===== src/rtl/div_ctrl.sv =====
// div_ctrl: issue/writeback controller for the pipelined 32-bit divider core behind the
// MIPS DIV/DIVU instructions.
//
// Takes operands from EX, converts signed operands to magnitudes, drives the core's
// numer/denom/clken/aclr inputs and counts its fixed latency. It then sign-corrects
// quotient/remainder into LO/HI. `busy` stalls the pipeline on HI/LO reads while a divide
// is in flight.
//
// Parameters:
//   DIV_LATENCY   enabled clock edges from operand presentation to valid core outputs
//
// Ports:
//   clock, aclr                 system clock, asynchronous active-high reset
//   start, is_signed            request (accepted only when idle), 1 = DIV / 0 = DIVU
//   op_a, op_b                  dividend / divisor, sampled with start
//   flush                       cancel the in-flight divide
//   busy, done                  divide in flight, one-cycle completion pulse
//   hi, lo                      remainder / quotient registers
//   div_numer, div_denom        registered operand magnitudes to the core
//   div_clken, div_aclr         core clock enable and pipeline clear
//   div_quotient, div_remain    core results
//
// Build option:
//   DIVZERO_FAST_EN  when defined, a zero divisor skips the core and completes in one
//                    cycle with lo = 0xFFFFFFFF and hi = op_a (raw).

module div_ctrl #(
    parameter int unsigned DIV_LATENCY = 36
) (
    input  logic        clock,
    input  logic        aclr,
    input  logic        start,
    input  logic        is_signed,
    input  logic [31:0] op_a,
    input  logic [31:0] op_b,
    input  logic        flush,
    output logic        busy,
    output logic        done,
    output logic [31:0] hi,
    output logic [31:0] lo,
    output logic [31:0] div_numer,
    output logic [31:0] div_denom,
    output logic        div_clken,
    output logic        div_aclr,
    input  logic [31:0] div_quotient,
    input  logic [31:0] div_remain
);

    localparam int unsigned CntW = (DIV_LATENCY < 1) ? 1 : $clog2(DIV_LATENCY + 1);

    typedef enum logic [0:0] {
        StIdle,
        StRun
    } state_e;

    state_e            state_q, state_d;
    logic [CntW-1:0]   cnt_q, cnt_d;
    logic              neg_quo_q, neg_quo_d;
    logic              neg_rem_q, neg_rem_d;
    logic [31:0]       numer_q, numer_d;
    logic [31:0]       denom_q, denom_d;
    logic [31:0]       hi_q, hi_d;
    logic [31:0]       lo_q, lo_d;
    logic              done_q, done_d;
    logic              core_clr_q, core_clr_d;

    logic [31:0]       a_mag;
    logic [31:0]       b_mag;
    logic              zero_fast;

    // Only DIV with a negative operand needs the two's-complement magnitude.
    assign a_mag = (is_signed && op_a[31]) ? (~op_a + 32'd1) : op_a;
    assign b_mag = (is_signed && op_b[31]) ? (~op_b + 32'd1) : op_b;

`ifdef DIVZERO_FAST_EN
    assign zero_fast = (op_b == 32'd0);
`else
    assign zero_fast = 1'b0;
`endif

    always_comb begin
        state_d    = state_q;
        cnt_d      = cnt_q;
        neg_quo_d  = neg_quo_q;
        neg_rem_d  = neg_rem_q;
        numer_d    = numer_q;
        denom_d    = denom_q;
        hi_d       = hi_q;
        lo_d       = lo_q;
        done_d     = 1'b0;
        core_clr_d = 1'b0;

        unique case (state_q)
            StIdle: begin
                // flush together with start squashes the request.
                if (start && !flush) begin
                    if (zero_fast) begin
                        lo_d   = 32'hFFFF_FFFF;
                        hi_d   = op_a;
                        done_d = 1'b1;
                    end else begin
                        numer_d   = a_mag;
                        denom_d   = b_mag;
                        neg_quo_d = is_signed & (op_a[31] ^ op_b[31]);
                        neg_rem_d = is_signed & op_a[31];
                        cnt_d     = CntW'(DIV_LATENCY);
                        state_d   = StRun;
                    end
                end
            end
            StRun: begin
                if (flush) begin
                    // Squash: no writeback, clear whatever the core has in flight.
                    state_d    = StIdle;
                    cnt_d      = '0;
                    core_clr_d = 1'b1;
                end else if (cnt_q == '0) begin
                    // Core outputs are valid in exactly this cycle.
                    lo_d    = neg_quo_q ? (~div_quotient + 32'd1) : div_quotient;
                    hi_d    = neg_rem_q ? (~div_remain + 32'd1) : div_remain;
                    done_d  = 1'b1;
                    state_d = StIdle;
                end else begin
                    cnt_d = cnt_q - 1'b1;
                end
            end
            default: begin
                state_d = StIdle;
            end
        endcase
    end

    always_ff @(posedge clock or posedge aclr) begin
        if (aclr) begin
            state_q    <= StIdle;
            cnt_q      <= '0;
            neg_quo_q  <= 1'b0;
            neg_rem_q  <= 1'b0;
            numer_q    <= '0;
            denom_q    <= '0;
            hi_q       <= '0;
            lo_q       <= '0;
            done_q     <= 1'b0;
            core_clr_q <= 1'b0;
        end else begin
            state_q    <= state_d;
            cnt_q      <= cnt_d;
            neg_quo_q  <= neg_quo_d;
            neg_rem_q  <= neg_rem_d;
            numer_q    <= numer_d;
            denom_q    <= denom_d;
            hi_q       <= hi_d;
            lo_q       <= lo_d;
            done_q     <= done_d;
            core_clr_q <= core_clr_d;
        end
    end

    assign busy      = (state_q == StRun);
    assign div_clken = (state_q == StRun);
    // Core is held cleared for as long as our own reset is asserted.
    assign div_aclr  = aclr | core_clr_q;
    assign done      = done_q;
    assign hi        = hi_q;
    assign lo        = lo_q;
    assign div_numer = numer_q;
    assign div_denom = denom_q;

endmodule

===== config.mk =====
export PLATFORM = sky130hd
export DESIGN_NAME = div_ctrl
export DESIGN_NICKNAME = d
export VERILOG_FILES = /design/src/rtl/div_ctrl.sv
export SDC_FILE = /design/constraint.sdc
export NUM_CORES = 1
export LEC_CHECK = 0
export CORE_MARGIN = 8
export CORE_UTILIZATION = 50
export CTS_CLUSTER_SIZE = 12
export DETAILED_ROUTE_END_ITERATION = 16
export PLACE_DENSITY = 0.84
export RECOVER_POWER = 100
export SYNTH_ARGS = -nofsm -noshare
export SYNTH_HDL_FRONTEND = slang
export SYNTH_SLANG_ARGS = --single-unit

===== constraint.sdc =====
create_clock -name clock -period 11.54 [get_ports clock]
set_input_delay 1.731 -clock clock [delete_from_list [all_inputs] [get_ports clock]]
set_output_delay 1.731 -clock clock [all_outputs]
set_load 0.05 [all_outputs]

==> flow_summary.json <==
{
  "reg2reg_slack_ns": 6.82,
  "setup_tns_ns": 0,
  "status": "finished with violations",
  "clockBufferDepth": 2,
  "pwr-share-comb_pct": 49.3,
  "ant_nets": 0,
  "post-cts-setup-buffers": 0,
  "rsz0062_at_grt": "false",
  "die_area_mm2": 0.02033,
  "clk_latency_ns": 0.42,
  "maxSlewViolCount": 419,
  "worstPathArrival_ns": 6.59,
  "cts.sinks": 139,
  "fill_cells": 1233,
  "min_period_ns": 6.583,
  "synth_area_per_cell_um2": 8.641,
  "p_switching_mw": 1.175,
  "worstPathMaxFanout": 96,
  "cts-root-buf": "clkbuf_16",
  "synthArstFlopShare_pct": 100.0,
  "place_inst": 1358,
  "syn_inst": 927,
  "ys_seq_elements": 139,
  "synth-edff-count": 0,
  "yosys_warnings": 0,
  "grt.overflow.total": 0,
  "syn-cell-area_mm2": 0.008010,
  "rr_worst_depth": 5,
  "relSlewSlack_pct": -187.0,
  "layout_common_cells": "nand2_1 (162), o21ai_0 (140), dfrtp_1 (139), dlygate4sd3_1 (134), clkdlybuf4s50_1 (130)",
  "grt_usage_pct": 23.81,
  "drt-wirelength-per-cell_um": 17.47,
  "dp_hpwl_mm": 18.06,
  "ys_seq_area_share_pct": 43.42,
  "final_common_cell": "nand2_1",
  "vias": 7760,
  "cp-start-kind": "input pin",
  "die_h_um": 142.6,
  "finalCritPeriodShare_pct": 57.05,
  "ios": 265,
  "worst_pin_slew_ns": 4.305,
  "firstDrtPassIters": 4,
  "drc": 0,
  "cts_tree": "yes",
  "violations": "capacitance limit, slew limit",
  "placementRows": 46,
  "htree_num_levels": 4,
  "power.density_mw_per_mm2": 226.0,
  "setup_viol": 0,
  "die_w_um": 142.6,
  "layout.nets": 1300,
  "cts-buffers-inserted": 17,
  "wl_mm": 24.28,
  "ctsResizeCount": 0,
  "drt-initial-drc-count": 435,
  "grt_max_degree": 130,
  "pwr-share-clk_pct": 20.9,
  "grt_pass1_wl_mm": 38.90,
  "cts_hold_buf": 0,
  "rr_startpoint": "busy$_DFF_PP0_",
  "start_util_pct": 50.79,
  "multi_input_area_mm2": 0.004230,
  "drive_gt1_share_pct": 4.007,
  "instances_no_fill": 1390,
  "path_cells": "dlygate4sd3_1 > clkinvlp_2 > clkbuf_1",
  "p_leak_nw": 4.686,
  "hold_viol": 0,
  "fmax_ghz": 0.1519,
  "viasPerCell": 5.583,
  "critPathCaptureType": "asynchronous set/reset pin",
  "io_buffers": 264,
  "worst_path_max_delay_cell": "clkinvlp_2",
  "startpoint": "aclr",
  "r2r-end": "div_denom[26]$_DFFE_PP0P_",
  "first_global_vias": 7614,
  "seqPwrFrac_pct": 29.8,
  "p_sw_share_pct": 46.05,
  "finClkSkew_ns": 0.007024,
  "cap_violations": 5,
  "final_core_util_pct": 71.59,
  "cp.required_ns": 11.55,
  "hold_ws_ns": 0.4696,
  "antenna_found_initial": 0,
  "worst_path_largest_cell_delay_ns": 2.40,
  "endpoint": "div_denom[10]$_DFFE_PP0P_",
  "synth_ff_type": "dfrtp_1",
  "internal_power_mw": 1.376,
  "synth_nets": 1066,
  "synth_cell_types": 54,
  "ir_worst_vdd_mv": 0.1220,
  "syn_to_final_growth_pct": 40.94,
  "hold_path_class": "reg -> reg",
  "register_area_mm2": 0.003478,
  "gp_routability_congestion": 0.8833,
  "p_total_mw": 2.551,
  "path_clk_slew_ns": 0.06,
  "path_class": "in -> async",
  "core_mm2": 0.01577
}
==> flip-flops by register name, indices dropped and copies added, names as in the netlist <==
name,flops
busy,1
cnt_q,6
core_clr_q,1
div_denom,32
div_numer,32
done,1
hi,32
lo,32
neg_quo_q,1
neg_rem_q,1
==> worst max-delay path, delay by kind of cell <==
kind                   cells  cell delay [ns]
buffers and inverters      3             4.81
==> worst min path at each step <==
| stage | slack [ns] | cells past startpoint | start | end |
|---|---|---|---|---|
| final | 0.47 | 2 | div_numer[11]$_DFFE_PP0P_ | div_numer[11]$_DFFE_PP0P_ |
| after global routing | 0.49 | 2 | div_numer[16]$_DFFE_PP0P_ | div_numer[16]$_DFFE_PP0P_ |
| after CTS | 0.48 | 2 | hi[18]$_DFFE_PP0P_ | hi[18]$_DFFE_PP0P_ |
| after detailed placement | 0.47 | 2 | hi[18]$_DFFE_PP0P_ | hi[18]$_DFFE_PP0P_ |
| after global placement | 0.46 | 2 | div_denom[8]$_DFFE_PP0P_ | div_denom[8]$_DFFE_PP0P_ |
| after floorplan | 0.45 | 2 | cnt_q[0]$_DFFE_PP0P_ | cnt_q[0]$_DFFE_PP0P_ |
==> logic make-up (layout without fill, tap and decap cells) <==
| family | count (synthesis) | after routing | synth area share [%] |
|---|---|---|---|
| simple gates | 348 | 348 | 20.87 |
| mux | 8 | 8 | 1.015 |
| xor+xnor | 112 | 112 | 12.25 |
| compound gates | 240 | 240 | 17.65 |
| buf+inv | 74 | 320 | 3.858 |
| flops | 139 | 139 | 43.42 |
| fa+ha+maj | 6 | 6 | 0.9372 |
| other cells | 0 | 1 | 0 |
==> cell usage after synthesis (3+ instances only) <==
library cell | n | area, um^2
nand4_1 | 7 | 43.79
buf_1 | 3 | 11.26
a211o_1 | 3 | 26.28
xor2_1 | 65 | 569.3
o21ai_0 | 140 | 700.7
ha_1 | 6 | 75.07
a21oi_1 | 17 | 85.08
or4_1 | 11 | 82.58
nand2_1 | 162 | 608.1
or3_1 | 7 | 43.79
or2_2 | 5 | 31.28
nand2b_1 | 3 | 18.77
o211ai_1 | 3 | 22.52
clkbuf_1 | 42 | 157.7
and2_1 | 3 | 18.77
nor3b_1 | 4 | 30.03
dfrtp_1 | 139 | 3478
nor2b_1 | 6 | 37.54
mux2i_1 | 7 | 70.07
inv_1 | 22 | 82.58
nor4_1 | 24 | 150.1
o31ai_1 | 22 | 165.2
buf_6 | 3 | 33.78
xnor2_1 | 47 | 411.6
a31oi_1 | 26 | 162.7
nor2_1 | 48 | 180.2
o311ai_0 | 3 | 26.28
nand3_1 | 20 | 100.1
o41ai_1 | 17 | 148.9
nor3_1 | 31 | 155.2
==> final cells by class <==
cell class	count	share of cell area, %
Multi-Input combinational cell	714	37.47
Clock buffer	23	4.234
Clock inverter	8	0.8201
Antenna cell	1	0.02217
Sequential cell	139	30.81
Inverter	23	0.7758
Timing Repair Buffer	266	23.47
Tap cell	216	2.394
==> power groups by stage <==
stage               registers (mW)  clock network (mW)  logic (mW)
floorplan                     1.31                   0       0.291
global placement             0.764                   0        1.30
detailed placement           0.774                   0        1.32
CTS                          0.767               0.543        1.32
global route                 0.784               0.562        1.33
finish                       0.760               0.534        1.26
==> stage by stage <==
step	worst slack, ns	instance area [um^2]
final	4.957	11290
after global routing	3.801	11290
after CTS	6.582	11310
after detailed placement	6.586	10740
after global placement	6.596	10740
after floorplan	6.084	8010
==> per-layer routing <==
| metal | GRT usage, % | up-vias | routed length [um] |
|---|---|---|---|
| li1 | - | 3779 | - |
| met1 | 28.18 | 3639 | 9606 |
| met2 | 38.83 | 308 | 11420 |
| met3 | 9.594 | 34 | 2805 |
| met4 | 7.438 | 0 | 453 |
| met5 | 0 | - | 0 |
No activity file was read; power rests on OpenSTA's default activity.
